==> config.mk <==
export PLATFORM = sky130hd
export DESIGN_NAME = demux_8_tdm
export DESIGN_NICKNAME = d
export VERILOG_FILES = /design/src/rtl/demux_8_tdm.sv
export SDC_FILE = /design/constraint.sdc
export NUM_CORES = 1
export LEC_CHECK = 0
export BUFFER_PORTS_ARGS = -buffer_cell sky130_fd_sc_hd__buf_2
export CELL_PAD_IN_SITES_DETAIL_PLACEMENT = 1
export CELL_PAD_IN_SITES_GLOBAL_PLACEMENT = 2
export CORE_UTILIZATION = 35
export CTS_BUF_LIST = sky130_fd_sc_hd__clkbuf_4 sky130_fd_sc_hd__clkbuf_8 sky130_fd_sc_hd__clkbuf_16
export DETAILED_ROUTE_END_ITERATION = 8
export PLACE_DENSITY_LB_ADDON = 0.1
export SETUP_SLACK_MARGIN = 0.02
export SLEW_MARGIN = 5
export SYNTH_ARGS = -nofsm -noshare
export SYNTH_HDL_FRONTEND = slang
export SYNTH_SLANG_ARGS = --single-unit
==> constraint.sdc <==
create_clock -name clk -period 2.1 [get_ports clk]
set_clock_uncertainty 0.2 [all_clocks]
set_input_delay 0.525 -clock clk [delete_from_list [all_inputs] [get_ports clk]]
set_output_delay 0.525 -clock clk [all_outputs]
set_load 0.02 [all_outputs]
==> src/rtl/demux_8_tdm.sv <==
// demux_8_tdm: 1-to-8 TDM demultiplexer with frame-sync hunting and alignment checking.
module demux_8_tdm #(
    parameter int W = 1
) (
    input  logic           clk,
    input  logic           rst_n,
    input  logic [W-1:0]   din,
    input  logic           din_valid,
    input  logic           frame_sync,
    output logic [8*W-1:0] dout,
    output logic           dout_valid,
    output logic [2:0]     slot,
    output logic           locked,
    output logic           sync_err
);
    typedef enum logic {HUNT, RUN} state_t;
    state_t              state_q;
    logic [6:0][W-1:0]   shadow_q;
    logic [2:0]          slot_q;
    logic [8*W-1:0]      dout_q;
    logic                dout_valid_q;
    logic                sync_err_q;
    always_ff @(posedge clk or negedge rst_n) begin
        if (!rst_n) begin
            state_q      <= HUNT;
            shadow_q     <= '0;
            slot_q       <= 3'd0;
            dout_q       <= '0;
            dout_valid_q <= 1'b0;
            sync_err_q   <= 1'b0;
        end else begin
            dout_valid_q <= 1'b0;
            sync_err_q   <= 1'b0;
            if (din_valid) begin
                if (frame_sync) begin
                    // a sync mid-frame restarts the frame; stale shadow words get overwritten before use
                    sync_err_q  <= (state_q == RUN) && (slot_q != 3'd0);
                    shadow_q[0] <= din;
                    slot_q      <= 3'd1;
                    state_q     <= RUN;
                end else if (state_q == RUN) begin
                    if (slot_q == 3'd0) begin
                        sync_err_q <= 1'b1;
                        state_q    <= HUNT;
                    end else if (slot_q == 3'd7) begin
                        dout_q       <= {din, shadow_q};
                        dout_valid_q <= 1'b1;
                        slot_q       <= 3'd0;
                    end else begin
                        shadow_q[slot_q] <= din;
                        slot_q           <= slot_q + 3'd1;
                    end
                end
            end
        end
    end
    assign dout       = dout_q;
    assign dout_valid = dout_valid_q;
    assign slot       = slot_q;
    assign locked     = (state_q == RUN);
    assign sync_err   = sync_err_q;
endmodule

## Yosys cells after proc, flatten, opt, wreduce, memory -nomap -nowiden

Index checks and enable logic that the tools add are counted.

| word-level totals | value |
|---|---|
| register bits | 21 |
| input port bits | 5 |
| output and inout port bits | 14 |
| word-level logic and storage cells | 53 |

| cells by class | value |
|---|---|
| add/subtract/negate cells | 1 |
| $lt $le $gt $ge | 2 |
| equal/unequal tests | 3 |
| mux-type cells | 23 |
| bitwise logic cells | 3 |
| reductions and logical operators | 9 |

Operator list:

| kind | number |
|---|---|
| $mux W1 | 17 |
| $mux W3 | 4 |
| $reduce_and A5 Y1 | 2 |
| $bwmux W7 | 1 |
| $lt A3 B4 Y1 const B | 1 |
| $ne A2 B2 Y1 const B | 2 |
| $reduce_and A4 Y1 | 1 |
| $add A3 B1 Y3 const B | 1 |
| $demux W1 S3 | 1 |
| $eq A3 B3 Y1 const B | 1 |
| $ge A3 B1 Y1 const B | 1 |
| $logic_not A3 Y1 | 1 |
| $not A1 Y1 | 3 |
| $reduce_and A3 Y1 | 1 |
| $reduce_bool A3 Y1 | 1 |
| $logic_and A1 B1 Y1 | 2 |
| $reduce_bool A2 Y1 | 1 |

## Depth between registers and ports, before layout

Gate-level depths: netlist of run 1.

| logic depth | value |
|---|---|
| depth after elaboration | 9 |
| depth in mapped cells | 7 |
| depth with buffers taken out | 6 |

## Worst setup path after synthesis of run 1

OpenSTA, ideal clock, no wires.

| timing path | value |
|---|---|
| path kind | reg-to-reg |
| start point | register slot_q[0], in the netlist slot[0] |
| end point | register shadow_q[0] (netlist bit) |
| setup time | 125 ps |
| arrival time | 1646 ps |
| required time | 1775 ps |
| setup slack | 129 ps |
| stages on the path, launching flop included | 8 |
| path buffers | 1 |
| period minus slack after synthesis | 1971 ps |
| cells stage by stage | dfrtp_1 > buf_6 > inv_1 > ha_1 > nand2b_1 > nand3_1 > o2bb2ai_1 > mux2_2 |

| between the ends | value |
|---|---|
| cells in the longest elaborated chain, start to end | 9 |
| elaborated cells on any way between the ends | 15 |
| classes of those cells | order compare (2); eq/ne (3); mux (7); reduce/logical (3) |

RTL lines:

| what | line | text |
|---|---|---|
| from (decl) | 19 | `logic [2:0] slot_q;` |
| from (signal assigned) | 51 | `slot_q <= slot_q + 3'd1;` |
| $lt A3 B4 Y1 (implied by the code) or $ge A3 B1 Y1 (tied branches) | 50 | `shadow_q[slot_q] <= din;` |
| $logic_and A1 B1 Y1 (implied by the code) | 50 |  |
| $mux W1 (implied by the code) | 50 |  |
| $demux W1 S3 | 50 |  |
| $bwmux W7 | 50 |  |
| $mux W1 | 45 | `end else if (slot_q == 3'd7) begin` |
| $mux W1 | 42 | `if (slot_q == 3'd0) begin` |
| $mux W1 | 41 | `end else if (state_q == RUN) begin` |
| $mux W1 | 35 | `if (frame_sync) begin` |
| to (signal, indexed assignment) | 50 |  |
| to (decl) | 18 | `logic [6:0][W-1:0] shadow_q;` |

Parallel ways exist; a longest one is shown, timed or not. The select of a mux whose other input is x is not followed.
A chain may end at the register's enable or synchronous reset.

## Worst setup path after layout of run 1

Ends and elaborated chain as after synthesis.

==> results of run 1 <==
layout make-up:
type	count	area, um2
multi-input cells	47	404
well taps	30	37.5
clock buffers	4	30.0
fillers	283	1400
inverters	6	22.5
repair buffers	23	130
flip-flops and latches	21	526
registers in the layout (all words and copies together), names as in the netlist:
signal	cells
dout	8
dout_valid	1
locked	1
shadow_q	7
slot	3
sync_err	1
cell families (layout without fill, tap and decap cells):
kind of cell | Yosys count | after routing | synth area share, %
mux | 15 | 15 | 17.4
flops | 21 | 21 | 54.1
compound gates | 10 | 10 | 7.08
xor+xnor | 1 | 1 | 0.901
simple gates | 18 | 18 | 12.1
fa+ha+maj | 3 | 3 | 3.86
buf+inv | 8 | 33 | 4.63
routing by layer:
| metal | track usage, % | vias up |
|---|---|---|
| li1 | - | 319 |
| met4 | 7.69 | 0 |
| met3 | 2.50 | 2 |
| met1 | 19.0 | 317 |
| met5 | 0 | - |
| met2 | 24.3 | 16 |
path summary, 6_finish.rpt:
path                                           end  cells past startpoint  slack, ns                     from
setup / recovery           shadow_q[0]$_DFFE_PN0P_                      5       0.18      slot[0]$_DFFE_PN0P_
hold / removal             shadow_q[3]$_DFFE_PN0P_                      1       0.30  shadow_q[3]$_DFFE_PN0P_
setup reg to reg           shadow_q[0]$_DFFE_PN0P_                      5       0.18      slot[0]$_DFFE_PN0P_
hold reg to reg            shadow_q[3]$_DFFE_PN0P_                      1       0.30  shadow_q[3]$_DFFE_PN0P_
max in group asynchronous      slot[2]$_DFFE_PN0P_                      2       0.86                    rst_n
min in group asynchronous  shadow_q[1]$_DFFE_PN0P_                      2       0.51                    rst_n
through the flow:
stage               utilization (%)  instances  hold slack (ns)  setup slack [ns]  instance area [um2]
floorplan                         -         76           0.0294             0.129                  972
global placement               43.5        126            0.272             0.113                 1110
detailed placement             43.5        126            0.283             0.129                 1110
CTS                            45.1        131            0.310             0.113                 1150
global route                   45.2        131            0.333            0.0572                 1150
finish                         45.2        131            0.302             0.181                 1150
cell usage after synthesis (all sizes together):
library cell   n  area (um2)
a21o           2        16.3
nand2b         1        6.26
o31a           1        8.76
nand2          2        7.51
a22o           1        8.76
dfrtp         21         526
xor2           1        8.76
nor4b          1        8.76
mux2          15         169
o22ai          1        6.26
nand3b         1        7.51
a21oi          1        5.00
buf            2        22.5
nor4           1        6.26
nand3          5        30.0
and3b          1        10.0
nor2           2        7.51
o2bb2ai        1        8.76
o21ai          3        15.0
ha             3        37.5
nor3           3        15.0
nor3b          1        18.8
inv            6        22.5
repair_timing:
action / CTS / global route
hold buffers: 1 / 0
gates resized for setup: 0 / 1
setup endpoints to repair: 0 / 2
hold endpoints to repair: 21 / 0
power groups by stage:
| stage | sequential, mW | combinational (mW) | clock (mW) |
|---|---|---|---|
| detailed placement | 0.594 | 0.402 | 0 |
| finish | 0.585 | 0.399 | 0.197 |
| global route | 0.600 | 0.451 | 0.233 |
| CTS | 0.584 | 0.405 | 0.214 |
| floorplan | 0.624 | 0.239 | 0 |
| global placement | 0.587 | 0.402 | 0 |
==> flow_summary.yaml, run 1 <==
outcome:
  outcome: "finished clean"
timing:
  worst_slew_pin_slew_ns: 0.478
  hold_viol_final: 0
  drv_slew: 0
  fin_setup_tns_ns: 0
  fin_crit_ns: 1.92
  fin_crit_sh_pct: 91.4
  fmax_mhz: 521
  finalSetupViolCount: 0
  slew_headroom_pct: 68.1
  rsz0062_at_grt: "false"
placed_design:
  io_buffers: 18
  place_congestion: 0.783
  dp_hpwl_mm: 1.41
detailed_routing:
  ant_nets: 0
  detail_route.wl_per_cell_um: 14.2
  drt_iter0_markers: 7
  wl_met3_um: 68
  viasPerCell: 4.99
  wl_met1_um: 878
  met2_length_um: 902
  drc: 0
  highest_layer: "met4"
  wirelength_mm: 1.87
  via_count: 654
  dr.pass1.iters: 4
synthesis:
  syn-cell-area_um2: 972
  synth_nets: 84
  syn_inst: 76
  yosysSeqAreaShare_pct: 54.1
  yosysWarnings: 0
  synth_area_per_cell_um2: 12.8
  synth.ff_latch_count: 21
  synth_cell_types: 26
clock_network:
  cts_tree: "built"
  cts-buffers-inserted: 3
  cts_setup_buffers: 0
  insertion_delay_ns: 0.29
  cts_htree_levels: 1
  cts.clk_slew.worst_paths_ns: 0.11
  cts-root-buf: "clkbuf_4"
  cts.sinks: 21
  clock_path_buffers: 2
cells_and_area:
  final_common_cell: "dfrtp_1"
  layout-drive-gt1-share_pct: 43.6
  final_cell_mix: "dfrtp_1, buf_2, mux2_2"
  syn_to_final_growth_pct: 18.3
  nNetsFinal: 110
  diodes: 0
floorplan:
  die_area_um2: 2990
  row_count: 18
  die_w_um: 54.7
  die_h_um: 54.7
  floorplan.io_pins: 19
  fp.coreArea_um2: 2540
  start_util_pct: 38.2
grt:
  overflow: 0
  antenna_found_initial: 0
  track_usage_pct: 15.0
  first_global_vias: 697
  grt_pass1_wl_mm: 3.13
  grt_start_max_net_pins: 22
setup_path:
  cp.arrival_ns: 1.90
  cpMaxStageDelayCell: "dfrtp_1"
  path_cells: "ha_1 > ha_1 > nor4_1 > o2bb2ai_1 > mux2_2"
  worst_path_largest_cell_delay_ns: 0.47
  critical-path-top-delay-family: "adder cells"
  crit_fanout: 7
  crit_required_ns: 2.09
  cpMostUsedCell: "ha_1"
  end_kind: "flop"
  crit_buf_inv: 0
  critPathLaunchType: "flop"
  crit_type: "flop to flop"
power:
  power.internal_mw: 0.774
  power_mw: 1.18
  p_sw_share_pct: 34.5
  peakVddDrop_v: 0.000495
  pwr-share-seq_pct: 49.5
  power_frac_comb_pct: 33.8
  p_per_area_nw_per_um2: 1030
  p_sw_mw: 0.407
  p_clk_share_pct: 16.7
  cellLeakagePower_nw: 0.609
run:
  cap_violations: 0
hold_path:
  hold_class: "flop to flop"
No activity file was read; power rests on OpenSTA's default activity.
==> run 2: changes to the inputs <==
CORE_ASPECT_RATIO = 0.9   (was unset)
REMOVE_ABC_BUFFERS = 1   (was unset)
==> flow_summary.yaml, run 2 (synthesis gave the netlist of run 1 again) <==
outcome:
  outcome: "finished, violations left"
  violations: "DRC"
timing:
  fin_crit_sh_pct: 93.0
  fin_setup_tns_ns: 0
  finalSetupViolCount: 0
  drv_slew: 0
  fmax_mhz: 512
  timing.final.ws_setup_ns: 0.146
  slew_headroom_pct: 67.9
  fin_crit_ns: 1.95
  worst_slew_pin_slew_ns: 0.481
  rsz0062_at_grt: "false"
  hold_viol_final: 0
cells_and_area:
  layout-drive-gt1-share_pct: 44.6
  final_common_cell: "dfrtp_1"
  final_cell_mix: "dfrtp_1, buf_2, mux2_2"
  diodes: 0
  nNetsFinal: 110
  largest_reg_flops: 8
  stdcell_area_um2: 1150
  syn_to_final_growth_pct: 18.7
placed_design:
  place_congestion: 0.782
  dp_hpwl_mm: 1.40
  io_buffers: 18
  place_area_um2: 1100
  dp_slack_ns: 0.126
floorplan:
  fp.coreArea_um2: 2530
  floorplan.io_pins: 19
  start_util_pct: 38.4
  die_area_um2: 2990
  row_count: 17
  die_h_um: 52
  die_w_um: 57.6
detailed_routing:
  dr.pass1.iters: 5
  detail_route.wl_per_cell_um: 14.6
  viasPerCell: 5.27
  via_count: 680
  drc: 4
  ant_nets: 0
  drt_iter0_markers: 10
  wirelength_mm: 1.89
setup_path:
  critPathLaunchType: "flop"
  crit_type: "flop to flop"
  path_cells: "inv_1 > ha_2 > nand2b_1 > nand3_1 > o2bb2ai_1 > mux2_2"
  worst_path_largest_cell_delay_ns: 0.48
  end_kind: "flop"
  critical-path-top-delay-family: "flip-flops"
  cp.arrival_ns: 1.96
  r2r_slack_ns: 0.15
  reg2reg_from: "slot[0]$_DFFE_PN0P_"
  cpMaxStageDelayCell: "dfrtp_2"
  crit_buf_inv: 1
  startpoint: "slot[0]$_DFFE_PN0P_"
  crit_fanout: 7
  crit_required_ns: 2.11
hold_path:
  hold_class: "input pin to flop"
  hp-start: "frame_sync"
power:
  power_mw: 1.21
  cellLeakagePower_nw: 0.608
  p_per_area_nw_per_um2: 1050
  peakVddDrop_v: 0.000424
grt:
  overflow: 0
  first_global_vias: 650
  grt_start_max_net_pins: 22
  antenna_found_initial: 0
  grt_pass1_wl_mm: 3.29
  track_usage_pct: 14.9
clock_network:
  cts.sinks: 21
  cts_setup_buffers: 0
  insertion_delay_ns: 0.31
  cts-buffers-inserted: 3
  clock_path_buffers: 2
  cts_tree: "built"
  cts-root-buf: "clkbuf_4"
  cts_htree_levels: 1
  cts.clk_slew.worst_paths_ns: 0.12
run:
  cap_violations: 0
## run 2: changes by cell type in the layout (fill, tap and decap cells not counted)
cell      previous run  this run
nand3_2              1         0
dfrtp_2              0         1
nand3_4              0         1
clkbuf_4             4         3
clkinv_2             0         1
dfrtp_1             21        20
## run 2: metrics by stage
stage	instances	utilization, %	hold WS (ns)
floorplan	74	-	0.0294
global placement	124	43.6	0.274
detailed placement	124	43.6	0.289
CTS	129	45.1	0.289
global route	129	45.6	0.324
finish	129	45.6	0.301
## run 2: worst reg2reg max path: stages (launching register included)
cell	delay [ns]
dfrtp_2	0.48
inv_1	0.12
ha_2	0.22
nand2b_1	0.15
nand3_1	0.17
o2bb2ai_1	0.16
mux2_2	0.35
## run 2: timing repair
action,4_1_cts,5_1_grt
gates resized for setup,0,3
setup endpoints to repair,0,8
hold buffers,1,0
hold endpoints to repair,21,0
## run 2: cell type report
| class | count | area (um2) |
|---|---|---|
| Clock buffer | 3 | 22.5 |
| Multi-Input combinational cell | 47 | 412 |
| Fill cell | 282 | 1380 |
| Tap cell | 28 | 35.0 |
| Timing Repair Buffer | 23 | 130 |
| Inverter | 6 | 22.5 |
| Sequential cell | 21 | 527 |
| Clock inverter | 1 | 5.00 |
## run 2: per-layer routing
layer  global-route usage, %  vias up  routed length (um)  part of all wire (%)
met4                    2.44        0                   0                     0
met2                    23.1       13                 872                    46
li1                        -      321                   -                     -
met1                    20.4      346                 934                    50
met3                    5.22        0                  79                   4.2
met5                       0        -                   0                     0
## run 2: worst paths after layout
path | endpoint | cells past startpoint
min in group asynchronous | dout[0]$_DFFE_PN0P_ | 2
worst max register to register | shadow_q[0]$_DFFE_PN0P_ | 6
worst max-delay path | shadow_q[0]$_DFFE_PN0P_ | 6
worst min register to register | dout[0]$_DFFE_PN0P_ | 1
worst min-delay path | slot[2]$_DFFE_PN0P_ | 2
max in group asynchronous | slot[0]$_DFFE_PN0P_ | 2
## run 2: power by group
group / switching (mW) / internal, mW / leakage, nW
logic: 0.230 / 0.198 / 0.311
clock network: 0.127 / 0.0712 / 0.0177
registers: 0.0834 / 0.502 / 0.278
total: 0.440 / 0.771 / 0.608
==> run 3: changes to the inputs <==
CELL_PAD_IN_SITES_DETAIL_PLACEMENT = unset   (was 1)
CELL_PAD_IN_SITES_GLOBAL_PLACEMENT = unset   (was 2)
CORE_UTILIZATION = 52   (was 35)
PLACE_DENSITY = 0.76   (was unset)
PLACE_DENSITY_LB_ADDON = unset   (was 0.1)
==> flow_summary.yaml, run 3 (synthesis gave the netlist of run 1 again) <==
outcome:
  outcome: "finished clean"
timing:
  timing.final.ws_setup_ns: 0.143
  fmax_mhz: 511
  slew_headroom_pct: 70.5
  rsz0062_at_grt: "false"
  fin_crit_ns: 1.96
  finalSetupViolCount: 0
  worst_slew_pin_slew_ns: 0.443
  drv_slew: 0
  whs_ns: 0.295
  fin_crit_sh_pct: 93.2
  hold_viol_final: 0
  fin_setup_tns_ns: 0
placed_design:
  dp_slack_ns: 0.138
  dp_hpwl_mm: 1.19
  place_congestion: 0.848
  io_buffers: 18
clock_network:
  cts_tree: "built"
  cts_setup_buffers: 0
  cts-root-buf: "clkbuf_4"
  cts_htree_levels: 1
  cts.sinks: 21
  cts.clk_slew.worst_paths_ns: 0.11
  insertion_delay_ns: 0.30
  cts-buffers-inserted: 3
  clock_path_buffers: 2
detailed_routing:
  drc: 0
  via_count: 641
  dr.pass1.iters: 4
  drt_iter0_markers: 7
  viasPerCell: 5.21
  ant_nets: 0
  wirelength_mm: 1.57
  detail_route.wl_per_cell_um: 12.8
cells_and_area:
  syn_to_final_growth_pct: 15.7
  largest_reg_flops: 8
  diodes: 0
  final_cell_mix: "dfrtp_1, buf_2, mux2_2"
  final_common_cell: "dfrtp_1"
  layout-drive-gt1-share_pct: 42.4
  nNetsFinal: 108
  fin_util_pct: 65.5
setup_path:
  worst_path_largest_cell_delay_ns: 0.47
  crit_required_ns: 2.10
  crit_type: "flop to flop"
  cpMostUsedCell: "ha_1"
  end_kind: "flop"
  path_cells: "ha_1 > ha_1 > nor4_1 > o2bb2ai_1 > mux2_2"
  cp.arrival_ns: 1.96
  crit_fanout: 7
  cpMaxStageDelayCell: "dfrtp_1"
  critPathLaunchType: "flop"
power:
  peakVddDrop_v: 0.000629
  p_sw_share_pct: 35.3
  power.internal_mw: 0.756
  power_frac_comb_pct: 34.1
  cellLeakagePower_nw: 0.598
  p_clk_share_pct: 16.1
  p_per_area_nw_per_um2: 1040
  pwr-share-seq_pct: 49.9
  p_sw_mw: 0.412
grt:
  grt_start_max_net_pins: 22
  overflow: 0
  grt_pass1_wl_mm: 2.72
  antenna_found_initial: 0
  track_usage_pct: 18.8
  first_global_vias: 609
floorplan:
  die_h_um: 43.0
  die_w_um: 47.6
  die_area_um2: 2050
  floorplan.io_pins: 19
  fp.coreArea_um2: 1720
  row_count: 14
  start_util_pct: 56.6
hold_path:
  hold_class: "input pin to flop"
run:
  cap_violations: 0
-- run 3: stage by stage --
step | area [um2] | cells | total power, mW
4_1_cts | 1120 | 123 | 1.17
3_3_place_gp | 1080 | 118 | 0.973
3_5_place_dp | 1080 | 118 | 0.983
2_1_floorplan | 950 | 74 | 0.844
5_1_grt | 1120 | 123 | 1.26
6_report | 1120 | 123 | 1.17
-- run 3: worst paths after layout --
check	start	end	slack, ns	depth (start not counted)
setup / recovery	slot[1]$_DFFE_PN0P_	shadow_q[0]$_DFFE_PN0P_	0.14	5
hold / removal	din_valid	slot[2]$_DFFE_PN0P_	0.30	2
setup reg to reg	slot[1]$_DFFE_PN0P_	shadow_q[0]$_DFFE_PN0P_	0.14	5
hold reg to reg	shadow_q[1]$_DFFE_PN0P_	dout[1]$_DFFE_PN0P_	0.31	1
max in group asynchronous	rst_n	shadow_q[4]$_DFFE_PN0P_	0.91	2
min in group asynchronous	rst_n	sync_err$_DFF_PN0_	0.48	2
-- run 3: what timing repair did --
item                       in CTS  in global routing
setup endpoints to repair       0                  1
hold buffers                    1                  0
resized for setup               0                  1
hold endpoints to repair       21                  0
-- run 3: area by class of cell --
type,instances,area [um2]
Fill cell,155,592
Sequential cell,21,526
Multi-Input combinational cell,47,404
Clock inverter,1,5.00
Timing Repair Buffer,21,115
Inverter,6,22.5
Clock buffer,3,22.5
Tap cell,24,30.0
-- run 3: metal layers --
layer  GRT usage [%]  vias up  wire length (um)
met1            26.3      311               763
met3            7.66        0                78
met2            28.5       15               732
li1                -      315                 -
met4            1.67        0                 0
met5               0        -                 0
-- run 3: worst max-delay path, delay by kind of cell (launching register included) --
kind	cells	cell delay, ns
fa+ha+maj	2	0.49
compound gates	1	0.13
simple gates	1	0.30
mux	1	0.28
flops	1	0.47
-- run 3: power groups by stage --
stage | logic [mW] | registers [mW] | clock network [mW]
after floorplan | 0.212 | 0.632 | 0
after global placement | 0.387 | 0.586 | 0
after detailed placement | 0.391 | 0.592 | 0
after CTS | 0.395 | 0.582 | 0.196
after global routing | 0.446 | 0.598 | 0.213
final | 0.398 | 0.582 | 0.188
